### src/rtl/fix_pkg.sv
// -----------------------------------------------------------------------------
// fix_pkg
// Shared fixed-point definitions used by the sequential multiplier and the
// sequential divider.
//
// Number format (shared by operands and results):
//   int word  : sign at MSB, N-1 bit integer magnitude below it
//   frac word : separate Q-bit fraction
//
// Contents:
//   FIX_N, FIX_Q     default word widths
//   FIX_MAG_W        magnitude width (integer magnitude + fraction)
//   fix_t            packed {sign, mag_int, frac} view of one number
//   fix_mul_state_e  multiplier control states
//   fix_mag_w()      magnitude width for arbitrary N/Q
// -----------------------------------------------------------------------------
package fix_pkg;

    localparam int FIX_N     = 33;
    localparam int FIX_Q     = 33;
    localparam int FIX_MAG_W = FIX_N - 1 + FIX_Q;

    typedef struct packed {
        logic               sign;
        logic [FIX_N-2:0]   mag_int;
        logic [FIX_Q-1:0]   frac;
    } fix_t;

    typedef enum logic {
        FIX_MUL_IDLE,
        FIX_MUL_RUN
    } fix_mul_state_e;

    function automatic int fix_mag_w(input int n, input int q);
        return n - 1 + q;
    endfunction

endpackage

### src/rtl/fix_mul_round_sat.sv
// -----------------------------------------------------------------------------
// fix_mul_round_sat
// Combinational result stage of the fixed-point multiplier. Takes the full
// 2M-bit magnitude product (units of 2^-2Q) and the result sign, and produces
// the final sign/int/frac words plus the overflow flag.
//
// Optional feature macro: FIX_MUL_ROUND_EN
//   defined   : round half-up on the first discarded fraction bit; a carry out
//               of the kept field counts as overflow
//   undefined : truncate the discarded fraction bits
//
// Ports:
//   p         in   2M   full magnitude product
//   sign      in   1    product sign (XOR of operand signs)
//   res_int   out  N    result sign + integer magnitude
//   res_frac  out  Q    result fraction
//   overflow  out  1    result saturated
// -----------------------------------------------------------------------------
module fix_mul_round_sat
    import fix_pkg::*;
#(
    parameter int N = FIX_N,
    parameter int Q = FIX_Q
) (
    input  logic [2*(N-1+Q)-1:0] p,
    input  logic                 sign,
    output logic [N-1:0]         res_int,
    output logic [Q-1:0]         res_frac,
    output logic                 overflow
);

    localparam int MW  = fix_mag_w(N, Q);
    localparam int PW  = 2 * MW;
    localparam int KLO = Q;
    localparam int KHI = 2 * Q + N - 2;

    logic [MW-1:0] k;
    logic          high_nonzero;
    logic          round_carry;
    logic [MW-1:0] mag_pre;
    logic [MW-1:0] mag;

    // The kept field K sits Q bits above the LSB; anything above it cannot be
    // represented in the N-1 integer bits.
    assign k            = p[KHI:KLO];
    assign high_nonzero = |p[PW-1:KHI+1];

`ifdef FIX_MUL_ROUND_EN
    logic [MW:0] k_rounded;
    logic        unused_low_bits;

    // Half-up: add the first discarded bit; the extra MSB catches the carry.
    assign k_rounded       = {1'b0, k} + {{MW{1'b0}}, p[Q-1]};
    assign round_carry     = k_rounded[MW];
    assign mag_pre         = k_rounded[MW-1:0];
    assign unused_low_bits = ^p[Q-2:0];
`else
    logic unused_low_bits;

    assign round_carry     = 1'b0;
    assign mag_pre         = k;
    assign unused_low_bits = ^p[Q-1:0];
`endif

    // Saturate the whole magnitude on overflow but keep the sign; a zero
    // magnitude never carries a negative sign.
    always_comb begin
        overflow = high_nonzero | round_carry;
        mag      = overflow ? {MW{1'b1}} : mag_pre;
        res_int  = {sign & (|mag), mag[MW-1:Q]};
        res_frac = mag[Q-1:0];
    end

endmodule

### src/rtl/fix_mul.sv
// -----------------------------------------------------------------------------
// fix_mul
// Sequential shift-add fixed-point multiplier (inverse of the sequential
// fixed-point divider). One magnitude bit of operand B is consumed per clock,
// LSB first, so an operation takes M = N-1+Q cycles after the start edge.
//
// Optional feature macro: FIX_MUL_ROUND_EN (round half-up instead of
// truncate; implemented in fix_mul_round_sat, no extra latency).
//
// Ports:
//   clk             in   1  clock, rising edge
//   rst             in   1  asynchronous active-high reset
//   i_a_int         in   N  operand A sign [N-1] + integer magnitude
//   i_a_frac        in   Q  operand A fraction
//   i_b_int         in   N  operand B sign [N-1] + integer magnitude
//   i_b_frac        in   Q  operand B fraction
//   i_start         in   1  start request, accepted only while idle
//   o_product_int   out  N  result sign + integer magnitude
//   o_product_frac  out  Q  result fraction
//   o_overflow      out  1  result saturated
//   o_complete      out  1  1 = idle with valid result, 0 = busy
// -----------------------------------------------------------------------------
module fix_mul
    import fix_pkg::*;
#(
    parameter int N = FIX_N,
    parameter int Q = FIX_Q
) (
    input  logic         clk,
    input  logic         rst,
    input  logic [N-1:0] i_a_int,
    input  logic [Q-1:0] i_a_frac,
    input  logic [N-1:0] i_b_int,
    input  logic [Q-1:0] i_b_frac,
    input  logic         i_start,
    output logic [N-1:0] o_product_int,
    output logic [Q-1:0] o_product_frac,
    output logic         o_overflow,
    output logic         o_complete
);

    localparam int MW = fix_mag_w(N, Q);
    localparam int PW = 2 * MW;
    localparam int CW = $clog2(MW);

    fix_mul_state_e state;
    fix_mul_state_e state_next;

    logic          load;
    logic          step;
    logic          finish;

    logic [MW-1:0] a_mag;
    logic [MW-1:0] b_mag;
    logic          sign;
    logic [PW-1:0] acc;
    logic [CW-1:0] count;

    logic [MW-1:0] addend;
    logic [MW:0]   sum;
    logic [PW-1:0] acc_next;
    logic          unused_acc_lsb;

    logic [N-1:0]  res_int;
    logic [Q-1:0]  res_frac;
    logic          res_overflow;

    // State register.
    always_ff @(posedge clk or posedge rst) begin
        if (rst) begin
            state <= FIX_MUL_IDLE;
        end else begin
            state <= state_next;
        end
    end

    // Control: a start is only honoured in IDLE, so requests while busy are
    // dropped without touching the latched operands. The RUN edge that sees
    // count==0 is the last bit and also registers the result.
    always_comb begin
        state_next = state;
        load       = 1'b0;
        step       = 1'b0;
        finish     = 1'b0;
        case (state)
            FIX_MUL_IDLE: begin
                if (i_start) begin
                    load       = 1'b1;
                    state_next = FIX_MUL_RUN;
                end
            end
            FIX_MUL_RUN: begin
                step = 1'b1;
                if (count == '0) begin
                    finish     = 1'b1;
                    state_next = FIX_MUL_IDLE;
                end
            end
            default: state_next = FIX_MUL_IDLE;
        endcase
    end

    // Right-shifting shift-add: the partial sum is added into the upper half
    // and the whole accumulator moves down one bit. After M steps the lower
    // half has filled with the low product bits and acc holds A*B exactly.
    // The bit falling off the bottom is always one of the initial zeros.
    always_comb begin
        addend   = b_mag[0] ? a_mag : '0;
        sum      = {1'b0, acc[PW-1:MW]} + {1'b0, addend};
        acc_next = {sum, acc[MW-1:1]};
    end

    assign unused_acc_lsb = acc[0];

    // The result stage sees the product as it will be after the final step,
    // so rounding/saturation costs no extra cycle.
    fix_mul_round_sat #(
        .N(N),
        .Q(Q)
    ) u_round_sat (
        .p        (acc_next),
        .sign     (sign),
        .res_int  (res_int),
        .res_frac (res_frac),
        .overflow (res_overflow)
    );

    // Operand, accumulator and counter registers; results only change on the
    // finishing edge so they hold steady through the next operation.
    always_ff @(posedge clk or posedge rst) begin
        if (rst) begin
            a_mag          <= '0;
            b_mag          <= '0;
            sign           <= 1'b0;
            acc            <= '0;
            count          <= '0;
            o_product_int  <= '0;
            o_product_frac <= '0;
            o_overflow     <= 1'b0;
        end else begin
            if (load) begin
                a_mag <= {i_a_int[N-2:0], i_a_frac};
                b_mag <= {i_b_int[N-2:0], i_b_frac};
                sign  <= i_a_int[N-1] ^ i_b_int[N-1];
                acc   <= '0;
                count <= CW'(MW - 1);
            end else if (step) begin
                acc   <= acc_next;
                b_mag <= b_mag >> 1;
                if (!finish) begin
                    count <= count - 1'b1;
                end
            end
            if (finish) begin
                o_product_int  <= res_int;
                o_product_frac <= res_frac;
                o_overflow     <= res_overflow;
            end
        end
    end

    assign o_complete = (state == FIX_MUL_IDLE);

endmodule

### config.mk
export PLATFORM = sky130hd
export DESIGN_NAME = fix_mul
export DESIGN_NICKNAME = d
export VERILOG_FILES = /design/src/rtl/fix_pkg.sv /design/src/rtl/fix_mul_round_sat.sv /design/src/rtl/fix_mul.sv
export SDC_FILE = /design/constraint.sdc
export NUM_CORES = 1
export LEC_CHECK = 0
export ABC_AREA = 1
export BUFFER_PORTS_ARGS = -buffer_cell sky130_fd_sc_hd__buf_4
export CAP_MARGIN = 30
export CORE_MARGIN = 4
export CORE_UTILIZATION = 30
export DETAILED_ROUTE_END_ITERATION = 6
export PLACE_DENSITY = 0.56
export SYNTH_ARGS = -nofsm -noshare
export SYNTH_HDL_FRONTEND = slang
export SYNTH_SLANG_ARGS = --single-unit
### constraint.sdc
create_clock -name clk -period 14.9 [get_ports clk]
set_clock_uncertainty 0.05 [all_clocks]
set_input_delay 1.49 -clock clk [delete_from_list [all_inputs] [get_ports clk]]
set_output_delay 1.49 -clock clk [all_outputs]
set_load 0.05 [all_outputs]
== Yosys cells after proc, flatten, opt, wreduce, memory -nomap -nowiden ==
Index checks and enable logic that the tools add are counted.

* $add $sub $neg: 2
* Equality and inequality tests: 1
* Mux-type cells: 16
* Bitwise logic cells: 3
* Reductions and logical operators: 5

{| class="wikitable"
|+ Operators by type and width
! cell !! number
|-
| $mux W130 || 2
|-
| $mux W65 || 4
|-
| $add A65 B65 Y66 || 1
|-
| $reduce_or A65 Y1 || 1
|-
| $reduce_or A32 Y1 || 1
|-
| $mux W7 || 3
|-
| $logic_not A7 Y1 || 1
|-
| $sub A7 B1 Y7 const B || 1
|-
| $mux W1 || 6
|-
| $ne A2 B2 Y1 const B || 1
|-
| $pmux W1 S2 || 1
|-
| $reduce_and A2 Y1 || 1
|-
| $reduce_bool A2 Y1 || 1
|-
| $and A1 B1 Y1 || 1
|-
| $not A1 Y1 || 1
|-
| $xor A1 B1 Y1 || 1
|}

* Bits in registers: 336
* Bits of input ports: 135
* Output and inout port bits: 68
* Word-level logic and storage cells: 36

== Longest topological paths before layout ==
Gate-level depths: netlist of run 1.

* Word-level depth: 6
* Gate-level depth with buffers: 29
* Gate-level depth less buffers: 27

== Modules after synthesis ==
A second synthesis of run 1 with hierarchy kept.

* Cells, all modules: 3074
* Area total of the unflattened synthesis: 20527.2 um^2

{| class="wikitable"
|+ By module, submodules not included
! module !! times used !! cells each !! area an instance (um^2) !! seq. area each (um^2)
|-
| fix_mul || 1 || 2886 || 19663.9 || 8383.0
|-
| fix_mul_round_sat || 1 || 188 || 863.3 || 0.0
|}

== Worst setup path before layout of run 1 ==
OpenSTA, ideal clock, no wires.

* Path kind: reg-to-reg
* From: register b_mag[0]
* To: register o_product_frac[19]
* Setup time: 122 ps
* Data arrival time: 2984 ps
* Data required time: 14728 ps
* Slack: 11745 ps
* Stages on the path, launching flop included: 29
* Path buffers: 3
* Clock period less this slack: 3155 ps
* Cells stage by stage: dfrtp_1 > clkbuf_1 > nand2_1 > inv_1 > ha_1 > inv_1 > fa_1 > inv_1 > nand3_1 > nand2_1 > nand2_1 > nand2_1 > nand2_1 > nand2_1 > nand2_1 > nand2_1 > nand2_1 > nand2_1 > nand2_1 > nand2_1 > nand2_1 > nor2_1 > nand2_1 > nor2_1 > nand2_1 > nor2_4 > buf_6 > buf_6 > a21oi_1

* Word-level cells in the longest chain between the ends: 4

{| class="wikitable"
|+ RTL lines
! item !! RTL line !! RTL
|-
| start, declared || fix_mul.sv:54 || <nowiki>logic [MW-1:0] b_mag;</nowiki>
|-
| start signal, assigned || fix_mul.sv:143 || <nowiki>b_mag <= {i_b_int[N-2:0], i_b_frac};</nowiki>
|-
| start signal, assigned || fix_mul.sv:149 || <nowiki>b_mag <= b_mag >> 1;</nowiki>
|-
| $mux W65 || fix_mul.sv:108 || <nowiki>addend = b_mag[0] ? a_mag : '0;</nowiki>
|-
| $add A65 B65 Y66 || fix_mul.sv:109 || <nowiki>sum = {1'b0, acc[PW-1:MW]} + {1'b0, addend};</nowiki>
|-
| $reduce_or A32 Y1 || fix_mul_round_sat.sv:46 || <nowiki>assign high_nonzero = |p[PW-1:KHI+1];</nowiki>
|-
| $mux W65 || fix_mul_round_sat.sv:69 || <nowiki>mag = overflow ? {MW{1'b1}} : mag_pre;</nowiki>
|-
| end signal, assigned || fix_mul.sv:156 || <nowiki>o_product_frac <= res_frac;</nowiki>
|-
| end, declared || fix_mul.sv:37 || <nowiki>output logic [Q-1:0] o_product_frac,</nowiki>
|}

No other way between the ends.
A chain may end at the register's enable or synchronous reset.

== Worst setup path after layout of run 1 ==
* From: register b_mag[0]
* To: register o_product_frac[1]

The elaborated chain is that of the path after synthesis.

==> results of run 1 <==
==> flip-flops by register name, summed over array words and instances, names as in the netlist <==
signal / count
a_mag: 65
acc: 96
b_mag: 65
count: 7
o_overflow: 1
o_product_frac: 33
o_product_int: 33
sign: 1
state: 1
==> metal layers <==
| layer | GRT usage, % | up-vias | part of all wire (%) |
|---|---|---|---|
| li1 | - | 8755 | - |
| met1 | 26.11 | 7985 | 46 |
| met2 | 30.58 | 364 | 46 |
| met3 | 3.475 | 71 | 5.6 |
| met4 | 4.302 | 0 | 2.0 |
| met5 | 0 | - | 0 |
==> stage by stage <==
step | util [%] | cell area [um2] | setup slack, ns
2_1_floorplan | - | 18350 | 5.014
3_3_place_gp | 34.20 | 20680 | 9.380
3_5_place_dp | 34.20 | 20680 | 9.410
4_1_cts | 36.20 | 21890 | 9.403
5_1_grt | 36.20 | 21890 | 8.953
6_report | 36.21 | 21890 | 9.360
==> synth_stat cells, types with 2 or more instances <==
| master | number |
|---|---|
| nand3_1 | 70 |
| buf_2 | 6 |
| xnor2_1 | 26 |
| nor4_1 | 4 |
| and2_1 | 5 |
| inv_1 | 470 |
| nor2_1 | 205 |
| a41oi_1 | 6 |
| nand3b_1 | 15 |
| dfrtp_1 | 302 |
| nor2_2 | 2 |
| and3_1 | 2 |
| buf_1 | 5 |
| o22ai_1 | 33 |
| ha_1 | 66 |
| o21ai_0 | 84 |
| o21bai_1 | 5 |
| inv_2 | 14 |
| nor3_1 | 17 |
| xor2_1 | 4 |
| clkbuf_1 | 65 |
| clkinv_1 | 5 |
| a22oi_1 | 8 |
| nand4_1 | 25 |
| nor3_2 | 2 |
| buf_6 | 2 |
| a21oi_1 | 96 |
| o211ai_1 | 11 |
| o221ai_1 | 27 |
| nand2_1 | 1152 |
==> final cells by class <==
class	count	area share (%)
multi-input combinational	1872	39.53
sequential	302	34.52
inverter	489	8.441
timing repair buffer	219	7.509
clock buffer	50	4.583
tap	782	4.469
clock inverter	12	0.9315
antenna	1	0.01143
==> power by group through the flow <==
stage	clock network, mW	registers [mW]	logic, mW
finish	0.904	1.28	1.94
global route	0.969	1.32	2.19
CTS	0.936	1.29	1.94
detailed placement	0	1.30	1.93
global placement	0	1.30	1.92
floorplan	0	1.24	1.34
==> path summary, 6_finish.rpt <==
| path | end | slack (ns) |
|---|---|---|
| max in group asynchronous | acc[80] | 12.32 |
| worst min-delay path | count[5] | 0.42 |
| worst min register to register | count[5] | 0.42 |
| min in group asynchronous | b_mag[63] | 1.07 |
| worst max register to register | o_product_frac[1] | 9.36 |
| worst max-delay path | o_product_frac[1] | 9.36 |
==> worst register-to-register path, delay by kind of cell, from the launching register on <==
kind / cells / cell delay, ns
fa+ha+maj: 1 / 0.20
buf+inv: 4 / 1.19
compound gates: 1 / 0.11
flops: 1 / 0.79
simple gates: 17 / 3.10
==> logic make-up (layout without fill, tap and decap cells) <==
logic type / after synthesis / count (layout)
adder cells (fa/ha/maj): 67 / 67
flip-flops: 302 / 302
XOR/XNOR: 30 / 30
AO/OA/AOI/OAI: 273 / 273
other: 0 / 1
AND/OR/NAND/NOR: 1502 / 1502
buffers and inverters: 567 / 770
==> impl_metrics.tcl, run 1 <==
set metrics [dict create \
    cts_resized 0 \
    synthAdderAreaFrac_pct 4.611 \
    cts_buffers 36 \
    intPower_mw 2.265 \
    fin_cells 3727 \
    switching_share_pct 45.09 \
    grt-ovfl-total 0 \
    cp-end-kind "register" \
    final_common_cell "nand2_1" \
    critPathKind "reg -> reg" \
    syn_to_final_growth_pct 19.34 \
    cts_tree "yes" \
    synth_mux_area_share_pct 0 \
    drc 0 \
    fillCellCount 6539 \
    grt_pass1_vias 16885 \
    dieArea_um2 65170 \
    num_vias 17175 \
    hold_viol_final 0 \
    clock-sinks 302 \
    placedCellCount 3664 \
    antenna_found_initial 0 \
    gp_congestion 0.9796 \
    cts_setup_buffers 0 \
    synth_top_area_share_pct 41.19 \
    antenna_left 0 \
    seq_area_frac_synth_pct 41.19 \
    clk_path_buf_depth 3 \
    die_h_um 255.3 \
    root_buffer "clkbuf_16" \
    cp.buffers_inverters 4 \
    synth_area_um2 18350 \
    async_reset_ff_share_pct 100.0 \
    hold_path_class "reg -> reg" \
    crit_fanout 59 \
    cts_hold_buf 0 \
    synthSimpleGateAreaFrac_pct 32.32 \
    fin_setup_tns_ns 0 \
    slew_headroom_pct 35.32 \
    multiInputGateArea_um2 8655 \
    grt_usage_pct 18.77 \
    drtPass1Iterations 5 \
    clkPwrFrac_pct 21.9 \
    p_leak_nw 11.82 \
    slowest_delay_ns 0.79 \
    dieWidth_um 255.3 \
    synth_top_family_by_area "simple AND/OR/NAND/NOR gates" \
    grt_setup_unrepaired "no" \
    maxCapViolations 0 \
    fin_crit_ns 5.540 \
    ys_top_cells_by_area "dfrtp_1 41%, nand2_1 24%, inv_1 9.6%" \
    cp.depth 23 \
    initial_core_util_pct 30.34 \
    min_period_over_period_pct 37.18 \
    clock_latency_ns 0.57 \
    core_um2 60470 \
    syn_nets 2943 \
    synthCells 2741 \
    cp-startpoint "b_mag[0]" \
    pin_count 203 \
    critical_path.cell_chain "buf_4, nand2_1, inv_1, ha_1, nand2_1, nor2_1, nand2_1, nor2_1, and3_1, nand2_1, nand2_1, nand2_1, nand2_1, nand2_1, nor2_1, nand2_1, nor2_1, nand2_1, nor2_4, buf_4, nand2_1, o21ai_0, inv_1" \
    synth_seq_cells 302 \
    finalNetCount 3122 \
    p_switching_mw 1.860 \
    grt_max_degree 121 \
    min-delay-start "count[5]" \
    synth-xor-area-share_pct 1.432 \
    detail_route.wl_per_cell_um 16.47 \
    drive_above_1_share_pct 10.22 \
    start_kind "register" \
    critPathMostFrequentCell "nand2_1" \
    seqCellArea_um2 7559 \
    synth.avg_cell_area_um2 6.693 \
    seqPwrFrac_pct 31.1 \
    final_cell_mix "1151 x nand2_1, 468 x inv_1, 301 x dfrtp_1" \
    power_frac_comb_pct 46.9 \
    rows 90 \
    h-tree-depth 2 \
    dp_hpwl_um 46590 \
    r2r-start "b_mag[0]" \
    tightest_slew_ns 0.9667 \
    path_clk_slew_ns 0.06 \
    grt_pass1_wl_um 96400 \
    drt_wl_total_um 61370 \
    yosys.area.top_type "dfrtp_1" \
    reg2reg_depth 23 \
    outcome "finished clean" \
    slew_viol_final 0 \
    synth_compound_area_share_pct 8.716 \
    required_ns 15.30 \
    via_per_inst 4.608 \
    yosysUniqueCellTypes 37 \
    drt-initial-drc-count 1280 \
    fmax_ghz 0.1805 \
    io_buffers 202 \
    hold_slack_ns 0.4222 \
    arrival_ns 5.94 \
    finalPower_mw 4.125 \
    cp_top_family "simple AND/OR/NAND/NOR gates" \
    ys_warn_count 0 \
    setup_viol 0 \
    critPathSlowestCell "dfrtp_2" \
    holdPathStages 1 \
    synth-edff-count 0 \
    synth_ff_type "dfrtp_1" \
    ir_worst_vdd_mv 0.07260 \
    power.density_nw_per_um2 188.4 \
]
Power figures use the tool's default switching activity.
==> run 2: changes to the inputs <==
- clock period: 14.9 -> 5.8 ns (I/O delays scaled with it)
==> run 2 against run 1 <==
Against the previous run:
- combinational power grew to 2.6 times the previous value
- final cell count about the same
- first-iteration DRC count decreased by 17%
- worst setup slack worse by 8.4 ns
==> impl_metrics.tcl, run 2 (synthesis results as in run 1) <==
set metrics [dict create \
    placedCellCount 3666 \
    rows 90 \
    initial_core_util_pct 30.34 \
    detail_route.wl_per_cell_um 16.22 \
    clock-sinks 302 \
    finalNetCount 3125 \
    io_buffers 202 \
    critPathMostFrequentCell "nand2_1" \
    final_cell_mix "1151 x nand2_1, 468 x inv_1, 301 x dfrtp_1" \
    setup_viol 0 \
    cts_setup_buffers 0 \
    regMostFlops "acc" \
    clk_path_buf_depth 3 \
    largest_reg_flops 96 \
    start_kind "register" \
    fmax_ghz 0.2056 \
    syn_to_final_growth_pct 19.83 \
    power.density_nw_per_um2 480.7 \
    core_um2 60470 \
    hold_path_class "in -> async" \
    path_clk_slew_ns 0.06 \
    drt_wl_total_um 60490 \
    drt-initial-drc-count 1059 \
    num_vias 17003 \
    fin_cells 3730 \
    grt_max_degree 139 \
    fin_setup_tns_ns 0 \
    p_leak_nw 11.87 \
    dp_hpwl_um 46480 \
    grt_pass1_wl_um 95340 \
    antenna_found_initial 0 \
    antenna_left 0 \
    diodes 0 \
    critPathKind "reg -> reg" \
    outcome "finished clean" \
    grt_usage_pct 18.44 \
    die_h_um 255.3 \
    fin_crit_ns 4.864 \
    drive_above_1_share_pct 10.45 \
    drc 0 \
    h-tree-depth 2 \
    required_ns 6.21 \
    ir_worst_vdd_mv 0.2103 \
    root_buffer "clkbuf_16" \
    clock_latency_ns 0.57 \
    via_per_inst 4.558 \
    maxCapViolations 0 \
    min_period_over_period_pct 83.87 \
    dieWidth_um 255.3 \
    slowest_delay_ns 0.73 \
    grt_pass1_vias 16831 \
    gp_congestion 0.9732 \
    pin_count 203 \
    cts_tree "yes" \
    slew_headroom_pct 37.99 \
    slew_viol_final 0 \
    cts_hold_buf 0 \
    arrival_ns 5.27 \
    critPathSlowestCell "dfrtp_2" \
    crit_fanout 45 \
    grt_setup_unrepaired "no" \
    cts_resized 0 \
    tightest_slew_ns 0.9301 \
    grt-ovfl-total 0 \
    reg_top3 "acc: 96 flops, a_mag: 65 flops, b_mag: 65 flops" \
    final_common_cell "nand2_1" \
    fillCellCount 6525 \
    drtPass1Iterations 6 \
    cp-end-kind "register" \
    cts_buffers 36 \
    dieArea_um2 65170 \
    fin_util_pct 36.35 \
    hold_viol_final 0 \
]
## run 2: cell types whose count changed in the layout (fill, tap and decap cells not counted), moves of 2 or more
cell and change:
clkbuf_8 +3, buf_12 +3, clkbuf_1 -3, clkinv_4 +2
## run 2: worst max-delay path, delay by kind of cell, from the launching register on
| kind | cells | cell delay (ns) |
|---|---|---|
| buf+inv | 5 | 0.60 |
| fa+ha+maj | 2 | 0.57 |
| compound gates | 1 | 0.07 |
| flops | 1 | 0.73 |
| simple gates | 20 | 2.68 |
## run 2: power breakdown
part / switching (mW) / total (mW) / internal (mW)
Sequential: 0.417 / 3.29 / 2.88
Clock: 0.958 / 2.31 / 1.35
Combinational: 3.35 / 4.96 / 1.61
Total: 4.73 / 10.6 / 5.84
## run 2: area by class of cell
class / instances / area (um2) / area share [%]
clock buffer: 50 / 1033 / 4.701
clock inverter: 13 / 188.9 / 0.8595
inverter: 489 / 1844 / 8.390
multi-input combinational: 1872 / 8655 / 39.37
sequential: 302 / 7559 / 34.38
tap: 782 / 978.4 / 4.451
timing repair buffer: 222 / 1724 / 7.843
## run 2: metal layers
layer  vias to the layer above  routed length, um  global-route usage (%)
li1                       8757                  -                       -
met1                      7830              28720                   25.79
met2                       341              27690                   29.97
met3                        75               2591                   2.906
met4                         0               1486                   4.832
met5                         -                  0                       0
## run 2: metrics by stage
stage	power (mW)	worst slack, ns	instance area (um2)	hold WS [ns]
6_report	10.57	0.9358	21980	0.04843
5_1_grt	11.46	0.5332	21980	0.08230
3_5_place_dp	8.283	0.9291	20730	0.4146
3_3_place_gp	8.265	0.9221	20730	0.4150
4_1_cts	10.67	0.9210	21950	0.04868
2_1_floorplan	6.648	1.155	18350	0.3853
## run 2: final timing paths
path | start | to | slack (ns) | cells past startpoint
setup / recovery | b_mag[0] | o_product_frac[9] | 0.94 | 28
hold / removal | rst | o_product_int[15] | 0.05 | 2
setup reg to reg | b_mag[0] | o_product_frac[9] | 0.94 | 28
hold reg to reg | count[5] | count[5] | 0.42 | 1
max in group asynchronous | rst | acc[124] | 4.41 | 3
min in group clk | i_a_frac[28] | a_mag[28] | 0.16 | 3
